==> src/rtl/i2c_pkg.sv <==
// Shared types and default sizing for the I2C register-map controller.
package i2c_pkg;
  localparam int         NREGS_DEF   = 16;
  localparam int         AW_DEF      = 4;
  localparam logic [7:0] RST_VAL_DEF = 8'h00;

  typedef enum logic [1:0] {IDLE, PTR, WR, RD} state_t;
endpackage

==> src/rtl/i2c_sync_edge.sv <==
// 2-flop synchroniser for an SCL-domain flag plus a single-cycle rise or fall detect.
module i2c_sync_edge #(
  parameter bit FALL = 1'b0
) (
  input  logic clk,
  input  logic start_async_rst,
  input  logic d,
  output logic edge_det
);
  // sh[1] is the synchronised level, sh[2] its one-cycle-delayed copy
  logic [2:0] sh;

  always_ff @(posedge clk or posedge start_async_rst)
    if (start_async_rst) sh <= '0;
    else                 sh <= {sh[1:0], d};

  assign edge_det = FALL ? (~sh[1] & sh[2]) : (sh[1] & ~sh[2]);
endmodule

==> src/rtl/i2c_regmap_ctrl.sv <==
// I2C register-map controller: pointer/data sequencing plus host/I2C register-file arbitration.
// Define I2C_CTRL_WRAP_EN to wrap the pointer at NREGS-1 instead of saturating.
module i2c_regmap_ctrl
  import i2c_pkg::*;
#(
  parameter int         NREGS   = NREGS_DEF,
  parameter int         AW      = AW_DEF,
  parameter logic [7:0] RST_VAL = RST_VAL_DEF
) (
  input  logic          clk,
  input  logic          start_async_rst,
  input  logic          i2c_start,
  input  logic          i2c_stop,
  input  logic          i2c_r_w,
  input  logic          i2c_data_vld,
  input  logic [7:0]    i2c_data_out,
  output logic [7:0]    i2c_data_in,
  output logic          i2c_ready,
  input  logic          host_req,
  input  logic          host_we,
  input  logic [AW-1:0] host_addr,
  input  logic [7:0]    host_wdata,
  output logic [7:0]    host_rdata,
  output logic          host_ack,
  output logic [AW-1:0] ptr,
  output logic          busy
);
  logic start_r, stop_r, byte_done;

  i2c_sync_edge #(.FALL(1'b0)) u_start (.clk(clk), .start_async_rst(start_async_rst), .d(i2c_start),    .edge_det(start_r));
  i2c_sync_edge #(.FALL(1'b0)) u_stop  (.clk(clk), .start_async_rst(start_async_rst), .d(i2c_stop),     .edge_det(stop_r));
  i2c_sync_edge #(.FALL(1'b1)) u_vld   (.clk(clk), .start_async_rst(start_async_rst), .d(i2c_data_vld), .edge_det(byte_done));

  state_t               state_q, state_d;
  logic [AW-1:0]        ptr_q, ptr_d;
  logic                 commit, grant, rdy_q;
  logic [NREGS-1:0][7:0] regs;

  function automatic logic [AW-1:0] ptr_inc(input logic [AW-1:0] p);
`ifdef I2C_CTRL_WRAP_EN
    return p + 1'b1;
`else
    return (p == {AW{1'b1}}) ? p : p + 1'b1;
`endif
  endfunction

  always_ff @(posedge clk or posedge start_async_rst)
    if (start_async_rst) begin
      state_q <= IDLE;
      ptr_q   <= '0;
      rdy_q   <= 1'b0;
    end else begin
      state_q <= state_d;
      ptr_q   <= ptr_d;
      rdy_q   <= 1'b1;
    end

  // byte is handled before any START/STOP seen in the same cycle
  always_comb begin
    state_d = state_q;
    ptr_d   = ptr_q;
    commit  = 1'b0;
    if (byte_done) begin
      case (state_q)
        PTR: begin
          if (i2c_r_w) begin
            ptr_d   = ptr_inc(ptr_q);
            state_d = RD;
          end else begin
            ptr_d   = i2c_data_out[AW-1:0];
            state_d = WR;
          end
        end
        WR: begin
          commit = 1'b1;
          ptr_d  = ptr_inc(ptr_q);
        end
        RD:      ptr_d = ptr_inc(ptr_q);
        default: ;
      endcase
    end
    if (start_r) state_d = PTR;
    if (stop_r)  state_d = IDLE;
  end

  // I2C commit owns the single port; host waits one cycle when they collide
  assign grant = host_req & ~host_ack & ~commit;

  always_ff @(posedge clk or posedge start_async_rst)
    if (start_async_rst) begin
      regs        <= {NREGS{RST_VAL}};
      host_ack    <= 1'b0;
      host_rdata  <= 8'h00;
      i2c_data_in <= 8'h00;
    end else begin
      host_ack    <= grant;
      if (grant) host_rdata <= regs[host_addr];
      if (commit)                 regs[ptr_q]     <= i2c_data_out;
      else if (grant && host_we)  regs[host_addr] <= host_wdata;
      i2c_data_in <= regs[ptr_q];
    end

  assign i2c_ready = rdy_q & ~commit;
  assign ptr       = ptr_q;
  assign busy      = (state_q != IDLE);
endmodule
==> config.mk <==
export PLATFORM = sky130hd
export DESIGN_NAME = i2c_regmap_ctrl
export DESIGN_NICKNAME = d
export VERILOG_FILES = /design/src/rtl/i2c_pkg.sv /design/src/rtl/i2c_sync_edge.sv /design/src/rtl/i2c_regmap_ctrl.sv
export SDC_FILE = /design/constraint.sdc
export NUM_CORES = 1
export LEC_CHECK = 0
export CAP_MARGIN = 20
export CORE_MARGIN = 10
export CORE_UTILIZATION = 25
export DETAILED_ROUTE_END_ITERATION = 16
export GPL_TIMING_DRIVEN = 0
export SLEW_MARGIN = 20
export SYNTH_ARGS = -nofsm -noshare
export SYNTH_HDL_FRONTEND = slang
export SYNTH_SLANG_ARGS = --single-unit
==> constraint.sdc <==
create_clock -name clk -period 11.3 [get_ports clk]
set_input_delay 2.26 -clock clk [delete_from_list [all_inputs] [get_ports clk]]
set_output_delay 2.26 -clock clk [all_outputs]
set_load 0.05 [all_outputs]
==> impl_results.md <==
- Status: finished clean
- Mean Syn Cell Area: between 10 and 15 um^2
- F_max: between 200 and 250 MHz
- Final setup viols: 0
- Synth Area in Adders: 0.00529
- WS Path Type: reg2out
- Crit path buf inv count: 3
- Core area: between 30000 and 40000 um^2
- Hold Path Sink: u_stop.sh[1]$_DFF_PP0_
- CP peak stage delay: 810 ps
- Post-synth top flop: dfrtp_1
- Floorplan row count: a little over 70
- Layout cell share with drive strength beyond 1: 0.374
- Layout Nets: between 800 and 900
- Synth Area in Simple Gates: 0.0554
- Required time worst endpoint: about 9000 ps
- Final worst-path cycle share: 0.440
- Clk_skew: roughly 11 ps
- WL/cell: ~24 um
- FF-to-FF path depth: 8
- Hold depth: 0
- CTS Sinks: between 150 and 200
- Seq. cell area: about 4000 um^2
- Synth warn: 0
- CP Launch Type: register
- Async SR Flop Fraction: 1.00
- R2R Setup Slk: between 8000 and 9000 ps
- Seq pwr share: 0.366
- DRT antenna net count: 0
- Die ar.: around 46000 um^2
- Synth Net Count: 740
- Seq/Total Area, Yosys: 0.426
- Final WL: about 32000 um
- Max cap viols: 0
- Clock power frac: 0.346
- Cell Area, Synth: 9460 um^2
- Post-DP HPWL: 24200 um
- DRC: 0
- Die X: 215 um
- Worst vdd ir: around 0.12 mV
- Count of flip-flops with a built-in enable after synthesis: 0
- Fin. Hold Viols: 0
- Max-slew violations: 0
- Combinational Power Share: 0.288
- CTS resizes: 0
- Setup TNS: 0 ps
- Post-synthesis compound-gate area fraction: 0.131
- Delay-heaviest family, CP: buffers and inverters
- Global-route wire length before repair: approximately 48000 um
- PnR worst setup slack: around 6300 ps
- RSZ-0062 raised after global routing: no
- Net Switching: 614 uW
- Gr ovfl total: 0
- Sw Ratio: 0.361
- Synth Register Bits: 161
- FF-to-FF Start: ptr[1]$_DFFE_PP0P_
- Clk slew on worst S/H paths: 60 ps
- Post-Place Worst Slack: between 6000 and 7000 ps
- Die H: between 200 and 250 um
- Largest family of logic cells by synthesized area: multiplexers
- Via Count: around 7200
- Avg Vias per Cell: approximately 5.5
- Routability cong.: ~0.96
- Number of buffers created by CTS: 17
- # hold bufs at CTS: 0
- Skew-Pair Late Insertion Delay: about 440 ps
- Worst R2R End: regs[98]$_DFFE_PP0P_
- IO Count: 51
- Largest net degree at the start of global routing: slightly above 90
- Initial Util: 0.252
- Internal cell power: 1090 uW
- Tot Pwr: about 1700 uW
- Worst slew pin tran: 881 ps
- Root Buffer: clkbuf_16
- Initial drt markers: 717
- Vias in the first global route: ~7300
- Clk buf depth: 2
- H-tree depth: 4
- Antenna Cells: 0
- GR Util All Layers: 0.136
- Critical Path Sink Type: output pin
- Hold_sp: u_stop.sh[0]$_DFF_PP0_
- Mapped Cells: between 700 and 800
- Area growth, synth to finish: 18.6%
- Final Critical Period: 4970 ps
- Setup bufs post-CTS: 0
- Slowest-stage cell, CP: clkdlybuf4s50_1
- Drt pass-1 iters: 5
- Final-layout fill cell count: 3823
- Post-Synth XOR/XNOR Area: 0
- Non-Filler Instances: between 1000 and 1500
- CTS tree: done
- Cell Pwr Density: between 150 and 200 nW/um^2
- Hold Crit Class: reg2reg
- Synth cell types: 41
- Critical Path AT: roughly 2700 ps
- Initial antenna violation count: 0
- Fraction of synthesized area in multiplexers: 0.345
- Critical Path, Cell by Cell: nand4bb_1 > buf_4 > buf_2 > and2_1 > clkdlybuf4s50_1
- Multi-input logic area: a little over 5000 um^2
- Worst-path maximum fanout: 10
- Buffers on Ports: 50
- Pleak: around 0.0045 uW
- Placed cell count: between 1000 and 1500
- Max_slew headroom: 0.413
-- synth_stat cells, types with 2 or more instances --
cell	count	area, um^2
nand2_1	34	128
and3_1	8	50.1
o22ai_1	130	813
nand2_2	5	31.3
mux2i_1	17	170
nand3b_1	2	15.0
ha_1	4	50.1
buf_2	16	80.1
mux2_4	8	120
mux4_2	72	1620
dfrtp_1	161	4030
a21oi_1	5	25.0
nor2b_1	9	56.3
buf_4	8	60.1
o21ai_0	2	10.0
or2_2	2	12.5
nand3_2	6	60.1
nand3_1	5	25.0
mux2_2	120	1350
or3_1	8	50.1
buf_6	4	45.0
clkbuf_1	24	90.1
o22ai_4	13	260
o211ai_1	8	60.1
o22ai_2	3	37.5
inv_1	13	48.8
nor2_1	4	15.0
nand2b_1	3	18.8
a22oi_1	2	15.0
-- power by group through the flow --
stage / Combinational (uW) / Sequential (uW) / Clock, uW
finish: 489 / 623 / 589
CTS: 484 / 623 / 594
global route: 521 / 625 / 622
detailed placement: 482 / 634 / 0
floorplan: 292 / 662 / 0
global placement: 479 / 633 / 0
-- state kept, by name (all words and copies together) (netlist names) --
signal,flops
rdy_q,1
ptr,4
u_stop.sh,3
u_start.sh,3
u_vld.sh,3
regs,128
i2c_data_in,8
host_ack,1
state_q,2
host_rdata,8
-- routing by layer --
layer | vias up | wire length, um | track usage
met3 | 65 | 2570 | 0.0306
met1 | 3768 | 13600 | 0.184
met4 | 0 | 846 | 0.0449
met2 | 399 | 14500 | 0.210
li1 | 2992 | - | -
met5 | - | 0 | 0
-- layout make-up --
type	instances	share of cell area
sequential	161	0.359
inverter	14	0.00535
timing repair buffer	51	0.0471
multi-input combinational	479	0.453
buffer	54	0.0267
tap	511	0.0570
clock buffer	18	0.0392
clock inverter	14	0.0128
-- worst reg2reg max path: cells and delay by family, from the launching register on --
kind | cells | cell delay, ps
DFF | 1 | 440
and+or+nand+nor | 1 | 440
muxes | 1 | 350
adders and majority gates | 1 | 360
AOI/OAI and AO/OA | 1 | 590
buffers and inverters | 4 | 950
-- cell families (layout without fill, tap and decap cells) --
family          count (synthesis)  count (layout)
mux                           217             217
compound gates                165             165
flops                         161             161
simple gates                   92              92
buf+inv                        68             151
fa+ha+maj                       4               4
other cells                     1               1
-- stage by stage --
stage          utilization  cell area, um^2  hold WS (ps)
2_1_floorplan            -             9460           331
3_3_place_gp         0.283            10600           332
3_5_place_dp         0.284            10600           336
4_1_cts              0.299            11200           350
5_1_grt              0.299            11200           355
6_report             0.299            11200           348
-- how the worst max path moves through the flow --
stage	startpoint	to	slack, ps	cells past startpoint
after detailed placement	host_addr[0]	regs[30]$_DFFE_PP0P_	6460	5
after floorplan	start_async_rst	host_ack$_DFF_PP0_	4690	1
after global routing	state_q[1]$_DFFE_PP0P_	i2c_ready	6200	5
after global placement	start_async_rst	regs[83]$_DFFE_PP0P_	2210	2
after CTS	state_q[0]$_DFFE_PP0P_	i2c_ready	6240	5
final	state_q[1]$_DFFE_PP0P_	i2c_ready	6330	5
-- placed cells by master, fill, tap and decap left out, types with 8 or more instances in the layout --
cell type,count
and3_1,8
or3_1,8
mux4_2,72
buf_4,8
mux2_2,120
nand2_1,34
o22ai_1,130
clkbuf_1,24
o22ai_4,13
o211ai_1,8
nor2b_1,9
clkbuf_16,17
inv_1,12
clkdlybuf4s50_1,50
mux2_4,8
buf_2,16
mux2i_1,17
dfrtp_1,161
Power figures use the tool's default switching activity.
